===== src/rtl/lsu_dmem_master_if.sv =====
// lsu_dmem_master_if
//   Data-memory request/valid bus between the load/store unit (master) and
//   the data memory wrapper (slave).
//   dproc_req  master->slave  request strobe, held until accepted
//   daddr      master->slave  word-aligned byte address
//   wenMem     master->slave  1 = write
//   wdata2mem  master->slave  write data (full word, no byte enables)
//   dmem_rdy   slave->master  request accepted when dproc_req & dmem_rdy
//   dvalid     slave->master  response / write-ack strobe
//   ddata      slave->master  read data, valid with dvalid
interface lsu_dmem_master_if #(
    parameter int nbits = 32
);
    logic             dproc_req;
    logic [nbits-1:0] daddr;
    logic             wenMem;
    logic [nbits-1:0] wdata2mem;
    logic             dmem_rdy;
    logic             dvalid;
    logic [nbits-1:0] ddata;

    modport master (
        output dproc_req, daddr, wenMem, wdata2mem,
        input  dmem_rdy, dvalid, ddata
    );

    modport slave (
        input  dproc_req, daddr, wenMem, wdata2mem,
        output dmem_rdy, dvalid, ddata
    );
endinterface


===== src/rtl/lsu_dmem_master.sv =====
// lsu_dmem_master
//   Converts pipeline byte/half/word loads and stores into word-aligned
//   transactions on the data-memory request/valid bus, one outstanding at a
//   time. Sub-word stores are read-modify-write since memory has no byte
//   enables. Optional timeout aborts a stuck bus transaction with an error.
//   clk, rst       clock (rising edge), asynchronous active-low reset
//   ls_req ..      pipeline op: we, size (00 b/01 h/10 w), unsigned, addr, wdata
//   ls_stall       pipeline must hold the op
//   ls_done        one-cycle completion pulse with ls_rdata / ls_err
//   bus            master side of lsu_dmem_master_if
module lsu_dmem_master #(
    parameter int          nbits   = 32,
    parameter int unsigned TIMEOUT = 0
) (
    input  logic             clk,
    input  logic             rst,
    input  logic             ls_req,
    input  logic             ls_we,
    input  logic [1:0]       ls_size,
    input  logic             ls_unsigned,
    input  logic [nbits-1:0] ls_addr,
    input  logic [nbits-1:0] ls_wdata,
    output logic             ls_stall,
    output logic             ls_done,
    output logic [nbits-1:0] ls_rdata,
    output logic             ls_err,
    lsu_dmem_master_if.master bus
);

    typedef enum logic [2:0] {IDLE, RD_REQ, RD_WAIT, WR_REQ, WR_WAIT, DONE} state_t;

    state_t      state, state_next;
    logic        we_q, uns_q;
    logic [1:0]  size_q;
    logic [31:0] addr_q, word_q, rdata_q;
    logic        err_q;
    logic [31:0] tmo_cnt;

    logic in_bus, accept, rd_resp, wr_resp, tmo, illegal, abort;

    function automatic logic [31:0] merge_lane(input logic [31:0] w, input logic [31:0] d,
                                               input logic [1:0] sz, input logic [1:0] a);
        logic [31:0] r;
        r = w;
        if (sz == 2'b00) r[{a, 3'b000} +: 8] = d[7:0];
        else             r[{a[1], 4'b0000} +: 16] = d[15:0];
        return r;
    endfunction

    function automatic logic [31:0] extract(input logic [31:0] w, input logic [1:0] sz,
                                            input logic uns, input logic [1:0] a);
        logic [7:0]  b;
        logic [15:0] h;
        b = w[{a, 3'b000} +: 8];
        h = w[{a[1], 4'b0000} +: 16];
        case (sz)
            2'b00:   return {{24{b[7] & ~uns}}, b};
            2'b01:   return {{16{h[15] & ~uns}}, h};
            default: return w;
        endcase
    endfunction

    assign in_bus  = (state == RD_REQ) || (state == RD_WAIT) || (state == WR_REQ) || (state == WR_WAIT);
    assign accept  = bus.dproc_req & bus.dmem_rdy;
    // A zero-wait responder may strobe dvalid in the accept cycle itself.
    assign rd_resp = bus.dvalid & ((state == RD_WAIT) | ((state == RD_REQ) & accept));
    assign wr_resp = bus.dvalid & ((state == WR_WAIT) | ((state == WR_REQ) & accept));
    assign tmo     = (TIMEOUT != 0) && in_bus && (tmo_cnt == TIMEOUT - 1);
    assign illegal = (ls_size == 2'b11) | ((ls_size == 2'b01) & ls_addr[0]) |
                     ((ls_size == 2'b10) & (ls_addr[1:0] != 2'b00));

    always_ff @(posedge clk or negedge rst) begin
        if (!rst) state <= IDLE;
        else      state <= state_next;
    end

    // Progress always wins over a timeout expiring in the same cycle.
    always_comb begin
        state_next = state;
        abort      = 1'b0;
        case (state)
            IDLE: if (ls_req) begin
                if (illegal)                           state_next = DONE;
                else if (!ls_we || ls_size != 2'b10)   state_next = RD_REQ;
                else                                   state_next = WR_REQ;
            end
            RD_REQ, RD_WAIT: begin
                if (rd_resp)                           state_next = we_q ? WR_REQ : DONE;
                else if (accept)                       state_next = RD_WAIT;
                else if (tmo) begin state_next = DONE; abort = 1'b1; end
            end
            WR_REQ, WR_WAIT: begin
                if (wr_resp)                           state_next = DONE;
                else if (accept)                       state_next = WR_WAIT;
                else if (tmo) begin state_next = DONE; abort = 1'b1; end
            end
            DONE:                                      state_next = IDLE;
            default:                                   state_next = IDLE;
        endcase
    end

    always_comb begin
        bus.dproc_req = (state == RD_REQ) || (state == WR_REQ);
        bus.wenMem    = (state == WR_REQ);
        bus.daddr     = {addr_q[31:2], 2'b00};
        bus.wdata2mem = word_q;
        // Gated by rst so the stall also drops asynchronously in reset.
        ls_stall      = ((state == IDLE) & ls_req & rst) | in_bus;
        ls_done       = (state == DONE);
        ls_rdata      = (state == DONE) ? rdata_q : '0;
        ls_err        = (state == DONE) & err_q;
    end

    always_ff @(posedge clk or negedge rst) begin
        if (!rst) begin
            we_q    <= 1'b0;
            uns_q   <= 1'b0;
            size_q  <= '0;
            addr_q  <= '0;
            word_q  <= '0;
            rdata_q <= '0;
            err_q   <= 1'b0;
            tmo_cnt <= '0;
        end else begin
            if (state_next != state) tmo_cnt <= '0;
            else if (in_bus)         tmo_cnt <= tmo_cnt + 32'd1;

            if (state == IDLE && ls_req) begin
                we_q    <= ls_we;
                uns_q   <= ls_unsigned;
                size_q  <= ls_size;
                addr_q  <= ls_addr;
                word_q  <= ls_wdata;
                rdata_q <= '0;
                err_q   <= illegal;
            end else if (rd_resp) begin
                if (we_q) word_q  <= merge_lane(bus.ddata, word_q, size_q, addr_q[1:0]);
                else      rdata_q <= extract(bus.ddata, size_q, uns_q, addr_q[1:0]);
            end else if (abort) begin
                err_q   <= 1'b1;
                rdata_q <= '0;
            end
        end
    end

endmodule


===== src/flat_wrapper.sv =====
// flat-port wrapper written by rule: the top's interface ports become plain ports
module lsu_dmem_master_flat 
#(
    parameter int          nbits   = 32,
    parameter int unsigned TIMEOUT = 0
)
  (clk, rst, ls_req, ls_we, ls_size, ls_unsigned, ls_addr, ls_wdata, ls_stall, ls_done, ls_rdata, ls_err, bus_dproc_req, bus_daddr, bus_wenMem, bus_wdata2mem, bus_dmem_rdy, bus_dvalid, bus_ddata);
  lsu_dmem_master_if #(.nbits(nbits)) bus_i ();
  input  logic clk;
  input  logic rst;
  input  logic ls_req;
  input  logic ls_we;
  input  logic [1:0] ls_size;
  input  logic ls_unsigned;
  input  logic [nbits-1:0] ls_addr;
  input  logic [nbits-1:0] ls_wdata;
  output logic ls_stall;
  output logic ls_done;
  output logic [nbits-1:0] ls_rdata;
  output logic ls_err;
  output wire logic [$bits(bus_i.dproc_req)-1:0] bus_dproc_req;
  output wire logic [$bits(bus_i.daddr)-1:0] bus_daddr;
  output wire logic [$bits(bus_i.wenMem)-1:0] bus_wenMem;
  output wire logic [$bits(bus_i.wdata2mem)-1:0] bus_wdata2mem;
  input wire logic [$bits(bus_i.dmem_rdy)-1:0] bus_dmem_rdy;
  input wire logic [$bits(bus_i.dvalid)-1:0] bus_dvalid;
  input wire logic [$bits(bus_i.ddata)-1:0] bus_ddata;
  assign bus_dproc_req = bus_i.dproc_req;
  assign bus_daddr = bus_i.daddr;
  assign bus_wenMem = bus_i.wenMem;
  assign bus_wdata2mem = bus_i.wdata2mem;
  assign bus_i.dmem_rdy = bus_dmem_rdy;
  assign bus_i.dvalid = bus_dvalid;
  assign bus_i.ddata = bus_ddata;
  lsu_dmem_master #(.nbits(nbits), .TIMEOUT(TIMEOUT)) u_core (.clk(clk), .rst(rst), .ls_req(ls_req), .ls_we(ls_we), .ls_size(ls_size), .ls_unsigned(ls_unsigned), .ls_addr(ls_addr), .ls_wdata(ls_wdata), .ls_stall(ls_stall), .ls_done(ls_done), .ls_rdata(ls_rdata), .ls_err(ls_err), .bus(bus_i));
endmodule

===== config.mk =====
export PLATFORM = sky130hd
export DESIGN_NAME = lsu_dmem_master_flat
export DESIGN_NICKNAME = d
export VERILOG_FILES = /design/src/rtl/lsu_dmem_master_if.sv /design/src/rtl/lsu_dmem_master.sv /design/src/flat_wrapper.sv
export SDC_FILE = /design/constraint.sdc
export NUM_CORES = 1
export LEC_CHECK = 0
export CAP_MARGIN = 10
export CORE_UTILIZATION = 49
export DETAILED_ROUTE_END_ITERATION = 10
export GPL_TIMING_DRIVEN = 1
export PLACE_DENSITY_LB_ADDON = 0.1
export SLEW_MARGIN = 10
export SYNTH_ARGS = -nofsm -noshare
export SYNTH_HDL_FRONTEND = slang
export SYNTH_SLANG_ARGS = --single-unit

===== constraint.sdc =====
create_clock -name clk -period 3.72 [get_ports clk]
set_input_delay 0.372 -clock clk [delete_from_list [all_inputs] [get_ports clk]]
set_output_delay 0.372 -clock clk [all_outputs]
set_load 0.02 [all_outputs]

==> flow_summary_export.csv <==
group,metric,value,unit
worst_setup_path,cpPeakStageDelay,0.70,ns
pwr,power.internal,3.77,mW
floorplanning,dieArea,12400,sq um
route,drt-pass1-iter-count,8,
synthesis,yosys_warnings,0,
pwr,swShare,41.8,%
synthesis,synthTopCellsByArea,"dfrtp_1 45%, nand2_1 8.0%, and2_1 4.4%",
cts,root_buffer,"clkbuf_16",
floorplanning,coreArea,11500,sq um
pwr,irDropWorstVdd,560,uV
synthesis,synth_top_area_share,44.5,%
pwr,p_per_area,808,nW/um^2
cts,cts_buffers,9,
route,vias,5345,
worst_setup_path,path_cells,"nor3b_2 -> buf_4 -> and2_1 -> clkdlybuf4s50_1",
hold_path,hp-class,"input pin to asynchronous set/reset pin",
worst_setup_path,cp.buffers_inverters,2,
sta,grt_setup_unrepaired,"false",
synthesis,synthesis.area,5850,sq um
sta,post-route-period-util,75.0,%
job,cap_violations,0,
global_routing,grt_first_pass_wirelength,28800,um
sta,fin_setup_tns,0,ns
cts,worstSkewPairLatency,0.35,ns
global_routing,grt_usage,30.0,%
sta,whs,0.192,ns
worst_setup_path,cpMaxStageDelayCell,"dfrtp_1",
synthesis,synth-seq-cells,104,
route,wl_per_cell,20.0,um
sta,skew,0.00564,ns
global_routing,antenna_found_initial,0,
route,viasPerCell,5.86,
global_routing,overflow,0,
placed_design,port_buffers,203,
floorplanning,die_w,111,um
layout,layout.nets,876,
synthesis,synth_ff_type,"dfrtp_1",
cts,cts_resized,0,
route,drt-initial-drc-count,502,
layout,drive_above_1_share,7.54,%
pwr,pwr-share-comb,51.8,%
sta,slew_headroom,34.6,%
placed_design,routabilityCongestion,0.954,
layout,final_core_utilization,69.6,%
cts,cts_hold_buf,0,
synthesis,synth_top_area_cell,"dfrtp_1",
cts,cts_setup_buffers,0,
sta,final-max-slew-violation-count,0,
floorplanning,io_pins,206,
status,violations,"DRC",
worst_setup_path,crit_required,3.35,ns
sta,max_clock_freq,358,MHz
synthesis,synthCells,618,
synthesis,ys_types,57,
cts,clock_sinks,104,
sta,fin_ws,0.929,ns
layout,syn2layout_area_growth,37.1,%
worst_setup_path,start_kind,"register",
global_routing,grt_max_degree,67,
worst_setup_path,path_max_fanout,34,
layout,n_fill_cell,918,
worst_setup_path,crit_family,"buffers and inverters",
synthesis,avgSynthCellArea,9.46,sq um
placed_design,dpl.hpwl,13200,um
route,totalWireLength,18200,um
worst_setup_path,end_kind,"output port",
synthesis,synth_common_cells,"124 x nand2_1, 104 x dfrtp_1, 41 x and2_1, 34 x buf_4, 32 x o21ai_0",
cts,tritoncts,"done",
synthesis,synth_most_common_cell,"nand2_1",
pwr,clkPwrFrac,15.4,%
floorplanning,start_util,50.8,%
floorplanning,rows,39,
worst_setup_path,rrSetupSlack,1.03,ns
sta,worst_pin_slew,0.981,ns
pwr,pwr-share-seq,32.8,%
cts,ctsHtreeMaxLevel,3,
route,antenna_left,0,
synthesis,async_flop_share,100,%
global_routing,grt_pass1_vias,5178,
cts,cts_max_path_buffers,2,
placed_design,pre_cts_slack,1.09,ns
status,status,"finished, violations left",
pwr,p_leak,3.47,nW
sta,period_needed,2.79,ns
synthesis,synth_edf_count,0,
worst_setup_path,cp_data_arrival_time,2.42,ns
floorplanning,die_y,111,um
cts,cts.clk_slew.worst_paths,0.07,ns
synthesis,seq_area_frac_synth,44.5,%
layout,antennaDiodeCount,0,
pwr,switching_power,2.70,mW
worst_setup_path,critical_path_class,"register to output port",
sta,setup_viol,0,
sta,finalHoldViolCount,0,
route,route.detailed.drc,32,
[registers in the layout, indices dropped and copies added (netlist names)]
signal	cells
u_core.bus.wdata2mem	32
u_core.uns_q	1
u_core.size_q	2
u_core.we_q	1
u_core.err_q	1
u_core.addr_q	32
u_core.state	3
u_core.rdata_q	32
[final timing paths]
kind / end / cells after the start / start
max: ls_rdata[24] / 4 / u_core.state[2]
min: u_core.addr_q[23] / 2 / rst
max reg2reg: u_core.bus.wdata2mem[25] / 7 / u_core.addr_q[1]
min reg2reg: u_core.addr_q[29] / 2 / u_core.addr_q[29]
max in group asynchronous: u_core.rdata_q[23] / 3 / rst
min in group clk: u_core.addr_q[29] / 2 / u_core.addr_q[29]
[cells in the final DEF, fill, tap and decap left out, types with 12 or more instances in the layout]
cell type and instances:
mux2_2 19, mux2i_1 17, and2_1 41, buf_4 12, o21ai_0 32, a221o_1 16
clkdlybuf4s50_1 202, dfrtp_1 104, a221oi_1 16, nor2_1 14, nand2_1 123, nand3_1 15
a21oi_1 28
[power by group through the flow]
stage / Combinational [mW] / Clock, mW / Sequential (mW)
6_report: 3.35 / 0.995 / 2.13
5_1_grt: 3.61 / 1.06 / 2.19
4_1_cts: 3.35 / 1.01 / 2.11
3_5_place_dp: 3.33 / 0 / 2.13
3_3_place_gp: 3.25 / 0 / 2.10
2_1_floorplan: 2.20 / 0 / 2.10
[layer usage]
metal	up-vias	track usage, %	share of wire (%)
li1	2462	-	-
met1	2606	41.3	43
met2	256	47.2	47
met3	21	7.22	8.2
met4	0	8.47	1.3
met5	-	0	0
[logic make-up (layout without fill, tap and decap cells)]
| group | Yosys count | after routing | synth area share [%] |
|---|---|---|---|
| simple gates | 228 | 228 | 18.9 |
| compound gates | 162 | 162 | 21.0 |
| flops | 104 | 104 | 44.5 |
| buf+inv | 82 | 232 | 7.96 |
| mux | 36 | 36 | 6.57 |
| fa+ha+maj | 5 | 5 | 1.07 |
| other cells | 1 | 2 | 0.0641 |
[per-stage QoR]
stage               cell area (sq um)  power, mW  cells
CTS                              8010       6.47    912
global route                     8020       6.86    912
detailed placement               7710       5.46    898
floorplan                        5850       4.30    619
global placement                 7710       5.34    898
finish                           8020       6.47    912
[area by class of cell]
class	instances	area, sq um	area share [%]
clock buffers	11	233	2.90
clock inverters	3	68.8	0.858
inverters	4	15.0	0.187
multi-input cells	433	2810	35.0
flip-flops and latches	104	2600	32.5
well taps	143	179	2.23
repair buffers	214	2110	26.3
No activity file was read; power rests on OpenSTA's default activity.
